**src/rtl/cmd_ctrl_pkg.sv**
```systemverilog
// Shared constants for the command dispatcher: ASCII response words, FSM states
// and the bit layout of a {instr, reg, time} command.
package cmd_ctrl_pkg;

  localparam logic [31:0] RESP_BSY = 32'h0D595342;
  localparam logic [31:0] RESP_OK  = 32'h0D0A4B4F;
  localparam logic [31:0] RESP_R0  = 32'h0D0A2030;
  localparam logic [31:0] RESP_R1  = 32'h0D0A2031;
  localparam logic [31:0] RESP_ER  = 32'h0D0A5245;

  typedef enum logic [1:0] {
    IDLE,
    WAIT_BUSY,
    WAIT_DONE,
    RESP
  } state_t;

  localparam int CMD_TIME_LSB  = 0;
  localparam int CMD_REG_LSB   = 32;
  localparam int CMD_INSTR_LSB = 37;
  localparam int CMD_READ_BIT  = 2;

endpackage

```
**src/rtl/cmd_fifo.sv**
```systemverilog
// Synchronous command FIFO; a pop in the same cycle frees a slot for a push,
// so a full FIFO can accept a new entry while it is being drained.
module cmd_fifo #(
  parameter int DEPTH = 4,
  parameter int WIDTH = 40
) (
  input  logic                     clk,
  input  logic                     rst,
  input  logic                     push,
  input  logic                     pop,
  input  logic [WIDTH-1:0]         din,
  output logic [WIDTH-1:0]         dout,
  output logic                     full,
  output logic                     empty,
  output logic [$clog2(DEPTH):0]   level
);

  localparam int AW = $clog2(DEPTH);

  logic [WIDTH-1:0] mem [DEPTH];
  logic [AW-1:0]    wr_ptr;
  logic [AW-1:0]    rd_ptr;
  logic [AW:0]      count;
  logic             do_push;
  logic             do_pop;

  assign full    = (count == (AW+1)'(DEPTH));
  assign empty   = (count == '0);
  assign do_pop  = pop && !empty;
  assign do_push = push && (!full || do_pop);
  assign dout    = mem[rd_ptr];
  assign level   = count;

  always_ff @(posedge clk or negedge rst) begin
    if (!rst) begin
      wr_ptr <= '0;
      rd_ptr <= '0;
      count  <= '0;
    end else begin
      if (do_push) wr_ptr <= wr_ptr + AW'(1);
      if (do_pop)  rd_ptr <= rd_ptr + AW'(1);
      case ({do_push, do_pop})
        2'b10:   count <= count + (AW+1)'(1);
        2'b01:   count <= count - (AW+1)'(1);
        default: count <= count;
      endcase
    end
  end

  // Storage needs no reset: entries are only read once count says they are valid.
  always_ff @(posedge clk) begin
    if (do_push) mem[wr_ptr] <= din;
  end

endmodule

```
**src/rtl/cmd_dispatch_ctrl.sv**
```systemverilog
// Command dispatcher: queues incoming commands, runs the IO issue/busy/done
// handshake with a timeout and emits one ASCII response word per command.
module cmd_dispatch_ctrl
  import cmd_ctrl_pkg::*;
#(
  parameter int INPUT_DATA_SIZE    = 40,
  parameter int WORD_SIZE          = 32,
  parameter int INSTRUCTION_SIZE   = 3,
  parameter int SIZE_WORD_REGISTER = 5,
  parameter int SIZE_WORD          = 3,
  parameter int FIFO_DEPTH         = 4,
  parameter int TIMEOUT_CYCLES     = 1024
) (
  input  logic                            clk,
  input  logic                            rst,
  input  logic [INPUT_DATA_SIZE-1:0]      control_value,
  input  logic                            valid_control_value,
  input  logic                            busy_sender_data,
  input  logic                            busy_io_module,
  input  logic                            result_input_io,
  output logic [SIZE_WORD-1:0]            size_line,
  output logic [WORD_SIZE-1:0]            send_data_register,
  output logic                            valid_data,
  output logic [INSTRUCTION_SIZE-1:0]     instrucction,
  output logic [SIZE_WORD_REGISTER-1:0]   register,
  output logic [WORD_SIZE-1:0]            clock_time,
  output logic                            valid_instrucction,
  output logic [$clog2(FIFO_DEPTH):0]     fifo_level,
  output logic                            timeout_error
);

  localparam int TW = $clog2(TIMEOUT_CYCLES);

  state_t                     state, state_next;
  logic [TW-1:0]              timer;
  logic                       timed_out;
  logic                       result_q;
  logic                       reject_pending;
  logic [INPUT_DATA_SIZE-1:0] fifo_dout;
  logic                       fifo_full;
  logic                       fifo_empty;
  logic                       fifo_pop;
  logic                       fifo_reject;
  logic                       issue;
  logic                       send_bsy;
  logic                       send_resp;
  logic                       timeout_hit;
  logic                       done_hit;
  logic                       timer_expired;
  logic [WORD_SIZE-1:0]       resp_word;

  cmd_fifo #(
    .DEPTH(FIFO_DEPTH),
    .WIDTH(INPUT_DATA_SIZE)
  ) u_fifo (
    .clk   (clk),
    .rst   (rst),
    .push  (valid_control_value),
    .pop   (fifo_pop),
    .din   (control_value),
    .dout  (fifo_dout),
    .full  (fifo_full),
    .empty (fifo_empty),
    .level (fifo_level)
  );

  assign timer_expired = (timer == TW'(TIMEOUT_CYCLES - 1));
  assign fifo_reject   = valid_control_value && fifo_full && !fifo_pop;
  assign size_line     = SIZE_WORD'(4);

  always_comb begin
    state_next  = state;
    fifo_pop    = 1'b0;
    issue       = 1'b0;
    send_bsy    = 1'b0;
    send_resp   = 1'b0;
    timeout_hit = 1'b0;
    done_hit    = 1'b0;
    case (state)
      IDLE: begin
        if (reject_pending && !busy_sender_data) begin
          send_bsy = 1'b1;
        end else if (!fifo_empty && !busy_io_module) begin
          fifo_pop   = 1'b1;
          issue      = 1'b1;
          state_next = WAIT_BUSY;
        end
      end
      WAIT_BUSY: begin
        if (timer_expired) begin
          timeout_hit = 1'b1;
          state_next  = RESP;
        end else if (busy_io_module) begin
          state_next = WAIT_DONE;
        end
      end
      WAIT_DONE: begin
        if (timer_expired) begin
          timeout_hit = 1'b1;
          state_next  = RESP;
        end else if (!busy_io_module) begin
          done_hit   = 1'b1;
          state_next = RESP;
        end
      end
      RESP: begin
        if (!busy_sender_data) begin
          send_resp  = 1'b1;
          state_next = IDLE;
        end
      end
      default: state_next = IDLE;
    endcase
  end

  always_comb begin
    resp_word = WORD_SIZE'(RESP_OK);
    if (timed_out)                      resp_word = WORD_SIZE'(RESP_ER);
    else if (instrucction[CMD_READ_BIT]) resp_word = result_q ? WORD_SIZE'(RESP_R1) : WORD_SIZE'(RESP_R0);
  end

  always_ff @(posedge clk or negedge rst) begin
    if (!rst) begin
      state          <= IDLE;
      timer          <= '0;
      timed_out      <= 1'b0;
      result_q       <= 1'b0;
      reject_pending <= 1'b0;
      timeout_error  <= 1'b0;
    end else begin
      state <= state_next;
      if (issue) timer <= '0;
      else if (state == WAIT_BUSY || state == WAIT_DONE) timer <= timer + TW'(1);
      if (issue)            timed_out <= 1'b0;
      else if (timeout_hit) timed_out <= 1'b1;
      if (done_hit) result_q <= result_input_io;
      if (timeout_hit) timeout_error <= 1'b1;
      // A drop in the same cycle BSY goes out is reported by that same BSY.
      if (send_bsy)         reject_pending <= 1'b0;
      else if (fifo_reject) reject_pending <= 1'b1;
    end
  end

  always_ff @(posedge clk or negedge rst) begin
    if (!rst) begin
      valid_instrucction <= 1'b0;
      instrucction       <= '0;
      register           <= '0;
      clock_time         <= '0;
      valid_data         <= 1'b0;
      send_data_register <= '0;
    end else begin
      valid_instrucction <= issue;
      if (issue) begin
        instrucction <= fifo_dout[CMD_INSTR_LSB +: INSTRUCTION_SIZE];
        register     <= fifo_dout[CMD_REG_LSB +: SIZE_WORD_REGISTER];
        clock_time   <= fifo_dout[CMD_TIME_LSB +: WORD_SIZE];
      end
      valid_data <= send_bsy || send_resp;
      if (send_bsy)       send_data_register <= WORD_SIZE'(RESP_BSY);
      else if (send_resp) send_data_register <= resp_word;
    end
  end

endmodule
```
**config.mk**
```make
export PLATFORM = sky130hd
export DESIGN_NAME = cmd_dispatch_ctrl
export DESIGN_NICKNAME = d
export VERILOG_FILES = /design/src/rtl/cmd_ctrl_pkg.sv /design/src/rtl/cmd_fifo.sv /design/src/rtl/cmd_dispatch_ctrl.sv
export SDC_FILE = /design/constraint.sdc
export NUM_CORES = 1
export LEC_CHECK = 0
export BUFFER_PORTS_ARGS = -buffer_cell sky130_fd_sc_hd__buf_2
export CORE_AREA = 2 2 155 157
export CTS_BUF_LIST = sky130_fd_sc_hd__clkbuf_4
export CTS_CLUSTER_DIAMETER = 40
export CTS_CLUSTER_SIZE = 12
export DETAILED_ROUTE_END_ITERATION = 8
export DIE_AREA = 0 0 157 159
export RECOVER_POWER = 50
export REMOVE_ABC_BUFFERS = 1
export SLEW_MARGIN = 0
export SYNTH_ARGS = -nofsm -noshare
export SYNTH_HDL_FRONTEND = slang
export SYNTH_HIERARCHICAL = 1
export SYNTH_SLANG_ARGS = --single-unit
```
**constraint.sdc**
```tcl
create_clock -name clk -period 3.2 [get_ports clk]
set_input_delay 0.48 -clock clk [delete_from_list [all_inputs] [get_ports clk]]
set_output_delay 0.48 -clock clk [all_outputs]
set_load 0.005 [all_outputs]
```
# Yosys cells after proc, flatten, opt, wreduce, memory -nomap -nowiden
# Memory sizes are Yosys's and may differ from the RTL's. A register that Yosys moved wholly into a read port is not among the register bits.
# Index checks and enable logic that the tools add are counted.
[word_totals]
reg_bits = 57
ramBits = 160
elab_cells = 88
mem_count = 1
[mem_list]
columns = ["memory", "depth", "word_bits", "rd", "rd_clocked_by_memory_dff", "wr", "line_no", "source"]
rows = [
  ["u_fifo.mem", 4, 40, 1, 1, 1, "cmd_fifo.sv:20", "logic [WIDTH-1:0] mem [DEPTH];"],
]
[op_classes]
n_addsub = 5
n_eq_ne = 12
mux = 34
reduce_logical = 24
[ops]
columns = ["op", "count"]
rows = [
  ["32-bit 2-to-1 mux", 2],
  ["15-bit 2-to-1 mux", 2],
  ["10-bit 2-to-1 mux", 2],
  ["1-bit 2-to-1 mux", 19],
  ["2-bit 2-to-1 mux", 7],
  ["10-bit by 1-bit adder with 10-bit output, second input constant", 1],
  ["10-bit equality test, second input constant", 1],
  ["2-bit nonzero test", 5],
  ["2-bit one-hot mux with 4 select lines", 1],
  ["2-bit equality test, second input constant", 3],
  ["1-bit logical AND", 6],
  ["1-bit logical NOT", 6],
  ["2-bit != test, second input constant", 3],
  ["3-bit != test, second input constant", 2],
  ["3-bit one-hot mux with 2 select lines", 1],
  ["5-bit AND reduction", 1],
  ["2-bit by 1-bit adder with 2-bit output, second input constant", 2],
  ["2-bit by 1-bit equality test with 1-bit output, second input constant", 2],
  ["3-bit by 1-bit adder with 3-bit output, second input constant", 1],
  ["3-bit equality test, second input constant", 1],
  ["3-bit logical NOT", 1],
  ["1-bit logical OR", 3],
  ["3-bit by 1-bit subtractor with 3-bit output, second input constant", 1],
  ["2-bit logical NOT", 1],
  ["2-bit OR reduction", 1],
]

# Logic depth before layout (Yosys ltp)
# Gate-level depths: netlist of run 1.
[logic_depth]
depth_word = 11
depth_mapped = 14
mapped_depth_nobuf = 12

# Cells and area by module
# The synthesis of run 1 kept the hierarchy.
[modules_own_cells]
columns = ["module", "instances", "cells_each", "area_per_inst_um2", "seq_area_each_um2"]
rows = [
  ["cmd_fifo", 1, 248, 6188.4, 4979.8],
  ["cmd_dispatch_ctrl", 1, 319, 3000.4, 1701.6],
]

# Worst setup path before layout of run 1
# No wires, ideal clock.
[synth_timing]
kind = "register to register"
from = "reg state[0]"
to = "reg u_fifo.count[2] (netlist: u_fifo/level[2])"
setup_time_ps = 79
arrival_time_ps = 2682
setup_slack_ps = 439
path_stages_with_launch = 14
path_buffers = 2
period_less_slack_ps = 2761
path_cell_list = "dfrtp_1 inv_1 ha_1 or4b_1 buf_2 clkinv_2 buf_4 o31a_2 ha_1 inv_1 fa_1 xor2_1 nor2_1 xor2_1"
[synth_via]
elab_chain_len = 7
elab_cells_between_ends = 9
classes_between = "eq/ne (2); mux (2); reduce/logical (5)"
[synth_rtl]
columns = ["item", "line_no", "source"]
rows = [
  ["from (decl)", "cmd_dispatch_ctrl.sv:34", "state_t state, state_next;"],
  ["from (signal assigned)", "cmd_dispatch_ctrl.sv:131", "state <= state_next;"],
  ["2-bit logical NOT *", "cmd_dispatch_ctrl.sv:79", "case (state)"],
  ["1-bit 2-to-1 mux *", "cmd_dispatch_ctrl.sv:79", ""],
  ["via fifo_pop", "cmd_dispatch_ctrl.sv:42", "logic fifo_pop;"],
  ["1-bit logical AND *", "cmd_fifo.sv:29", "assign do_pop = pop && !empty;"],
  ["via u_fifo.do_pop", "cmd_fifo.sv:25", "logic do_pop;"],
  ["1-bit logical OR", "cmd_fifo.sv:30", "assign do_push = push && (!full || do_pop);"],
  ["1-bit logical AND", "cmd_fifo.sv:30", ""],
  ["2-bit by 1-bit equality test with 1-bit output / 2-bit equality test (equally long branches)", "cmd_fifo.sv:42", "case ({do_push, do_pop})"],
  ["3-bit one-hot mux with 2 select lines / 2-bit nonzero test (equally long branches)", "--", ""],
  ["to (signal assigned)", "cmd_fifo.sv:43", "2'b10: count <= count + (AW+1)'(1);"],
  ["to (signal assigned)", "cmd_fifo.sv:44", "2'b01: count <= count - (AW+1)'(1);"],
  ["to (signal assigned)", "cmd_fifo.sv:45", "default: count <= count;"],
  ["to (decl)", "cmd_fifo.sv:23", "logic [AW:0] count;"],
]
# The timed path passes the listed nets; every way through them passes the cells marked *.
# A chain may end at the register's enable or synchronous reset.

# Final worst setup path of run 1
[layout_timing]
from = "reg state[0]"
to = "reg u_fifo.count[2] (netlist: u_fifo/level[2])"
[layout_via]
elab_chain_len = 7
elab_cells_between_ends = 9
classes_between = "eq/ne (2); mux (2); reduce/logical (5)"
[layout_rtl]
columns = ["item", "line_no"]
rows = [
  ["2-bit logical NOT *", "cmd_dispatch_ctrl.sv:79"],
  ["1-bit 2-to-1 mux *", "cmd_dispatch_ctrl.sv:79"],
  ["1-bit logical AND *", "cmd_fifo.sv:29"],
  ["via u_fifo.do_pop", "cmd_fifo.sv:25"],
  ["1-bit logical OR", "cmd_fifo.sv:30"],
  ["1-bit logical AND", "cmd_fifo.sv:30"],
  ["2-bit by 1-bit equality test with 1-bit output / 2-bit equality test (equally long branches)", "cmd_fifo.sv:42"],
  ["3-bit one-hot mux with 2 select lines / 2-bit nonzero test (equally long branches)", "--"],
]
# Marked as above.

==> results.cfg, run 1 <==
[die]
die_y_um = 159
fp-row-count = 56
initial_utilization_pct = 39.6
core_mm2 = 0.0232
ios = 127
dieArea_mm2 = 0.0250
fp.dieW_um = 157

[synth]
yosysWarnings = 6
syn_inst = 567
synth_top_area_cell = edfxtp_1
synth_most_common_cell = edfxtp_1
avgSynthCellArea_um2 = 16.2
synth_edf_count = 160
async_reset_ff_share_pct = 31.9
ys_ff_latch = 235
ys_seq_area_share_pct = 72.7
synthFlopType = edfxtp_1
synth_top_area_share_pct = 52.3
ys_top_cells_by_area = edfxtp_1, dfrtp_1, mux4_2
yosys-top-cells-count = edfxtp_1, nand2_1, dfrtp_1
syn_area_mm2 = 0.00919
ys_types = 46

[timing]
rsz0062_at_grt = false
finalCriticalPeriod_ns = 2.87
slew_headroom_pct = 31.5
worstMarginPinSlew_ns = 1.03
timing.final.crit_share_pct = 89.7
setup_viol = 0
final_hold_viol_count = 0
timing.fmax_ghz = 0.349
setup_slack_ns = 0.331
finalMaxSlewViolations = 0
fin_worst_skew_ns = 0.0547

[layout]
n_fill_cell = 2043
final_cells = 1062
finalNetCount = 772
final_layout_size_suffix_gt1_share_pct = 25.4
area_growth_pct = 16.0

[placed_design]
dpl.hpwl_mm = 11.2
dp_cells = 979
portBuffers = 112
routabilityCongestion = 0.745
post-place-ws_ns = 0.342

[global_route]
grt_pass1_wl_mm = 28.4
grt_pass1_vias = 5298
overflow = 0
grt_max_degree = 43
grt_use_total_pct = 14.6
grt_antenna_before_repair = 2

[routing]
drt-total-wl_mm = 17.9
routed_via_density = 4.75
dr.pass1.iters = 7
drc = 0
ant_nets = 0
wl_per_cell_um = 16.9
vias = 5049
drt_iter0_drc = 243

[critical_path]
critPathLaunchType = flip-flop
cp-startpoint = state[0]
reg2reg_from = state[0]
crit_fanout = 6
path_class = reg -> reg
end_kind = flip-flop
cp.required_ns = 3.73
crit_arrival_ns = 3.40

[cts]
clk_latency_ns = 0.65
cts_buffers = 34
h-tree-depth = 2
clock_path_buffers = 3
cts-root-buf = clkbuf_4
cts_resized = 0
cts_tree = yes
clkTransAtPathRegs_ns = 0.11
clkSinkCount = 235

[min_path]
min_from = control_value[14]
hold_class = in -> reg

[power]
leakagePower_nw = 4.19
power.density_mw_per_mm2 = 867
total_power_mw = 9.24
vdd.ir_drop.worst_mv = 0.407

[flow_run]
maxCapViolations = 0

[run_status]
status = finished, final reports clean
## per-layer routing
| layer | part of all wire (%) | up-vias | global-route usage [%] |
|---|---|---|---|
| li1 | - | 2331 | - |
| met1 | 45 | 2540 | 19.7 |
| met2 | 47 | 153 | 23.5 |
| met3 | 6.0 | 25 | 4.22 |
| met4 | 1.7 | 0 | 3.92 |
| met5 | 0 | - | 0 |
## sequential cells by signal (all words and copies together), names as in the netlist
signal,count
u_fifo/mem,160
clock_time,32
send_data_register,10
timer,10
register,5
instrucction,3
u_fifo/level,3
state,2
u_fifo/rd_ptr,2
u_fifo/wr_ptr,2
reject_pending,1
result_q,1
timed_out,1
timeout_error,1
valid_data,1
valid_instrucction,1
## final timing paths
check,cells after the start,to,slack [ns]
max,11,u_fifo/level[2],0.33
min,1,u_fifo/mem[0][14],0.10
max reg2reg,11,u_fifo/level[2],0.33
min reg2reg,2,clock_time[11],0.48
max in group asynchronous,3,clock_time[23],1.23
min in group asynchronous,2,send_data_register[0],0.56
## cell type report
type / count / area [um^2] / share of cell area (%)
multi-input cells: 285 / 2190 / 20.5
repair buffers: 146 / 792 / 7.43
diodes: 2 / 5.00 / 0.0469
clock inverters: 22 / 239 / 2.24
flip-flops and latches: 235 / 6690 / 62.7
well taps: 319 / 399 / 3.74
inverters: 13 / 50.0 / 0.469
clock buffers: 40 / 300 / 2.82
## worst max-delay path: stages, from the launching register on
cell      delay (ns)
dfrtp_1         0.43
inv_1           0.14
ha_1            0.27
or4b_2          0.64
clkinv_2        0.11
o31a_2          0.18
ha_1            0.18
inv_1           0.06
fa_1            0.37
xor2_1          0.15
nor2_1          0.11
xor2_1          0.16
## kinds of logic (layout without fill, tap and decap cells)
group / count (synthesis) / in the layout / share of synthesized area, %
adders and majority gates: 11 / 11 / 1.58
and+or+nand+nor: 182 / 182 / 8.42
muxes: 46 / 46 / 10.6
xor gates and xnor gates: 13 / 13 / 1.24
other: 2 / 16 / 0.0817
buffers and inverters: 59 / 221 / 3.96
DFF: 235 / 235 / 72.7
AOI/OAI and AO/OA: 19 / 19 / 1.46
## metrics by stage
| stage | hold WS [ns] | utilization [%] | TNS (ns) | cell area, um^2 |
|---|---|---|---|---|
| 2_1_floorplan | 0.184 | - | -27.46 | 8920 |
| 3_3_place_gp | 0.365 | 43.1 | 0 | 10000 |
| 3_5_place_dp | 0.371 | 43.1 | 0 | 10000 |
| 4_1_cts | 0.000199 | 45.8 | 0 | 10600 |
| 5_1_grt | 0.0709 | 46.0 | 0 | 10700 |
| 6_report | 0.102 | 46.0 | 0 | 10700 |
## what timing repair did
item	in CTS	in global routing
endpoints found under the hold margin	42	30
hold buffers	9	10
setup buffers	0	0
## where the power goes
group | switching, mW | total [mW] | internal [mW]
Combinational | 1.26 | 2.49 | 1.24
Sequential | 0.551 | 4.66 | 4.11
Clock | 1.10 | 2.08 | 0.978
## placed cells by master (no fill, tap or decap), types with 3 or more instances in the layout
| cell | Yosys | final |
|---|---|---|
| buf_4 | 26 | 14 |
| a21oi_1 | 6 | 6 |
| dfrtp_1 | 75 | 73 |
| inv_1 | 12 | 12 |
| nand3_1 | 3 | 3 |
| clkinv_4 | 0 | 3 |
| or3_1 | 4 | 4 |
| nor2_1 | 20 | 20 |
| ha_1 | 10 | 10 |
| bufinv_16 | 0 | 4 |
| nand4_1 | 5 | 5 |
| buf_2 | 11 | 57 |
| clkinv_2 | 1 | 6 |
| edfxtp_1 | 160 | 160 |
| nand2_1 | 130 | 130 |
| nor3_1 | 4 | 4 |
| and2_2 | 4 | 4 |
| inv_6 | 0 | 3 |
| conb_1 | 2 | 14 |
| clkbuf_4 | 0 | 40 |
| dlygate4sd3_1 | 0 | 19 |
| xnor2_1 | 5 | 5 |
| mux4_2 | 40 | 40 |
| clkbuf_1 | 3 | 54 |
| o21ai_0 | 5 | 5 |
| xor2_1 | 8 | 8 |
Note: power is estimated with default switching activity, not from simulation.
==> inputs of run 2 (changes only) <==
- ABC_AREA: default -> 1
- CORE_AREA: 2 2 155 157 -> 2 2 161 163
- DIE_AREA: 0 0 157 159 -> 0 0 163 165
==> run 2 against run 1 <==
  * Maximum frequency grew 16%
  * Routed wire length up 9.4%
  * Critical path depth is 5 higher
  * Combinational power is 33% higher
  * Critical endpoint unchanged
  * Largest power group unchanged
  * Power is 5.9% higher
  * Sequential share of layout area is 2.6 points lower
  * Critical path type unchanged
  * Die area up 7.7%
  * Sequential cell count did not move
  * First-iteration DRC count up 15%
  * Area after synthesis is 7.8% higher
==> results.cfg, run 2 <==
[die]
fp-row-count = 58
dieArea_mm2 = 0.0269
fp.dieW_um = 163
initial_utilization_pct = 39.6
die_y_um = 165
core_mm2 = 0.0250
ios = 127

[routing]
drt_iter0_drc = 280
drt-total-wl_mm = 19.6
wl_per_cell_um = 14.8
ant_nets = 0
drc = 0
vias = 6229
dr.pass1.iters = 5
routed_via_density = 4.72

[critical_path]
crit_fanout = 7
path_class = reg -> reg
cp_num_buf_inv = 4
path_common_cell = nand2_1
crit_arrival_ns = 2.96
critPathLaunchType = flip-flop
cpPeakStageDelay_ns = 0.44
cp.required_ns = 3.69
crit_chain = nor2_1, nand2_1, inv_1, nor2_1, nand3_2, inv_2, inv_1, nand3_1, nand2_2, ha_1, inv_1, fa_1, nand2_1, nand3_1, nand2_1, nand2_1
cp_num_cells = 16
end_kind = flip-flop
critical_path.top_delay_family = simple AND/OR/NAND/NOR gates
rr_worst_depth = 16
reg2reg_from = u_fifo/level[0]
cp-startpoint = u_fifo/level[0]
slowest_stage = dfrtp_1

[global_route]
grt_max_degree = 61
grt_use_total_pct = 15.2
grt_antenna_before_repair = 1
overflow = 0
grt_pass1_vias = 6177
grt_pass1_wl_mm = 32.0

[placed_design]
dpl.hpwl_mm = 12.0
routabilityCongestion = 0.764
portBuffers = 112
post-place-ws_ns = 0.747
placed_area_mm2 = 0.0107

[power]
intPower_mw = 6.14
leakagePower_nw = 4.53
combPwrFrac_pct = 33.8
vdd.ir_drop.worst_mv = 0.474
power.density_mw_per_mm2 = 881
switching_power_mw = 3.65
clkPwrFrac_pct = 20.3
total_power_mw = 9.79
p_seq_share_pct = 45.9
p_sw_share_pct = 37.3

[synth]
synth_most_common_cell = nand2_1
ys_top_cells_by_area = edfxtp_1, dfrtp_1, nand2_1
synth_edf_count = 160
synth_top_area_cell = edfxtp_1
syn_inst = 851
yosys-top-cells-count = nand2_1, edfxtp_1, nor2_1
ys_types = 34
async_reset_ff_share_pct = 31.9
ys_ff_latch = 235
yosysWarnings = 6
syn_area_mm2 = 0.00991
synthFlopType = edfxtp_1
ys_seq_area_share_pct = 67.4
avgSynthCellArea_um2 = 11.6
synth_top_area_share_pct = 48.5

[cts]
clock_path_buffers = 3
cts_resized = 0
cts_setup_buffers = 0
clk_latency_ns = 0.64
cts-root-buf = clkbuf_4
h-tree-depth = 2
clkTransAtPathRegs_ns = 0.11
clkSinkCount = 235
cts_tree = yes
cts_buffers = 34

[timing]
setup_viol = 0
setup-tns-final_ns = 0
worstMarginPinSlew_ns = 1.29
final_hold_viol_count = 0
finalMaxSlewViolations = 0
slew_headroom_pct = 13.9
rsz0062_at_grt = false
fin_worst_skew_ns = 0.0492
timing.final.crit_share_pct = 77.2
setup_slack_ns = 0.729
finalCriticalPeriod_ns = 2.47
timing.fmax_ghz = 0.405

[layout]
stdcell_area_mm2 = 0.0111
finalNetCount = 1022
n_fill_cell = 2403
layout_commonest_cell = nand2_1
multi_input_comb_area_mm2 = 0.00266
largest-register = u_fifo/mem
final_layout_size_suffix_gt1_share_pct = 24.1
largest_reg_flops = 160
area_growth_pct = 12.1
final_cell_mix = nand2_1, edfxtp_1, nor2_1
seqCellArea_mm2 = 0.00669
largestRegisters = u_fifo/mem (160), clock_time (32)

[min_path]
hold_class = in -> reg
min_from = result_input_io
hold-path-cell-count = 3

[run_status]
status = finished, final reports clean

[flow_run]
maxCapViolations = 0
## run 2: cells by family (layout without fill, tap and decap cells)
logic type / after synthesis / after routing / synth area share, %
simple gates: 354 / 354 / 15.8
flops: 235 / 235 / 67.4
compound gates: 142 / 142 / 8.84
buf+inv: 106 / 233 / 6.33
fa+ha+maj: 11 / 11 / 1.46
other cells: 2 / 15 / 0.0758
xor+xnor: 1 / 1 / 0.0884
## run 2: layout make-up
cell class	count	share of cell area, %
Tap cell	330	3.72
Timing Repair Buffer	125	6.04
Sequential cell	235	60.2
Clock buffer	41	2.77
Antenna cell	1	0.0225
Multi-Input combinational cell	522	23.9
Clock inverter	20	1.78
Inverter	47	1.59
## run 2: power by group through the flow
stage	clock network, mW	logic (mW)	registers [mW]
2_1_floorplan	0	2.04	4.66
3_3_place_gp	0	3.38	4.55
3_5_place_dp	0	3.41	4.57
4_1_cts	2.07	3.43	4.50
5_1_grt	2.20	3.82	4.59
6_report	1.99	3.31	4.50
## run 2: worst min-delay path, stage by stage
cell and delay, ns:
buf_2 0.10, inv_1 0.05, o21ai_1 0.07
## run 2: path summary, 6_finish.rpt
| check | end | slack (ns) |
|---|---|---|
| worst min register to register | timeout_error | 0.48 |
| worst max register to register | u_fifo/level[2] | 0.73 |
| worst max-delay path | u_fifo/level[2] | 0.73 |
| max in group asynchronous | register[3] | 1.19 |
| worst min-delay path | result_q | 0.11 |
| min in group asynchronous | instrucction[0] | 0.69 |
## run 2: repair_timing
action                                  in CTS  in global routing
endpoints found under the setup margin       0                  0
endpoints found under the hold margin       49                  1
hold buffers                                 1                  1
## run 2: through the flow
step,hold slack [ns],instances,util [%]
2_1_floorplan,0.184,804,-
3_3_place_gp,0.447,1257,42.6
3_5_place_dp,0.460,1257,42.6
4_1_cts,0.00485,1319,44.7
5_1_grt,0.0575,1321,44.4
6_report,0.105,1321,44.4
## run 2: per-layer routing
layer | vias to the layer above | wire [um] | global-route usage [%]
met1 | 2988 | 9070 | 20.0
met4 | 0 | 376 | 4.63
met5 | - | 0 | 0
met2 | 148 | 9230 | 25.7
met3 | 35 | 906 | 2.81
li1 | 3058 | - | -
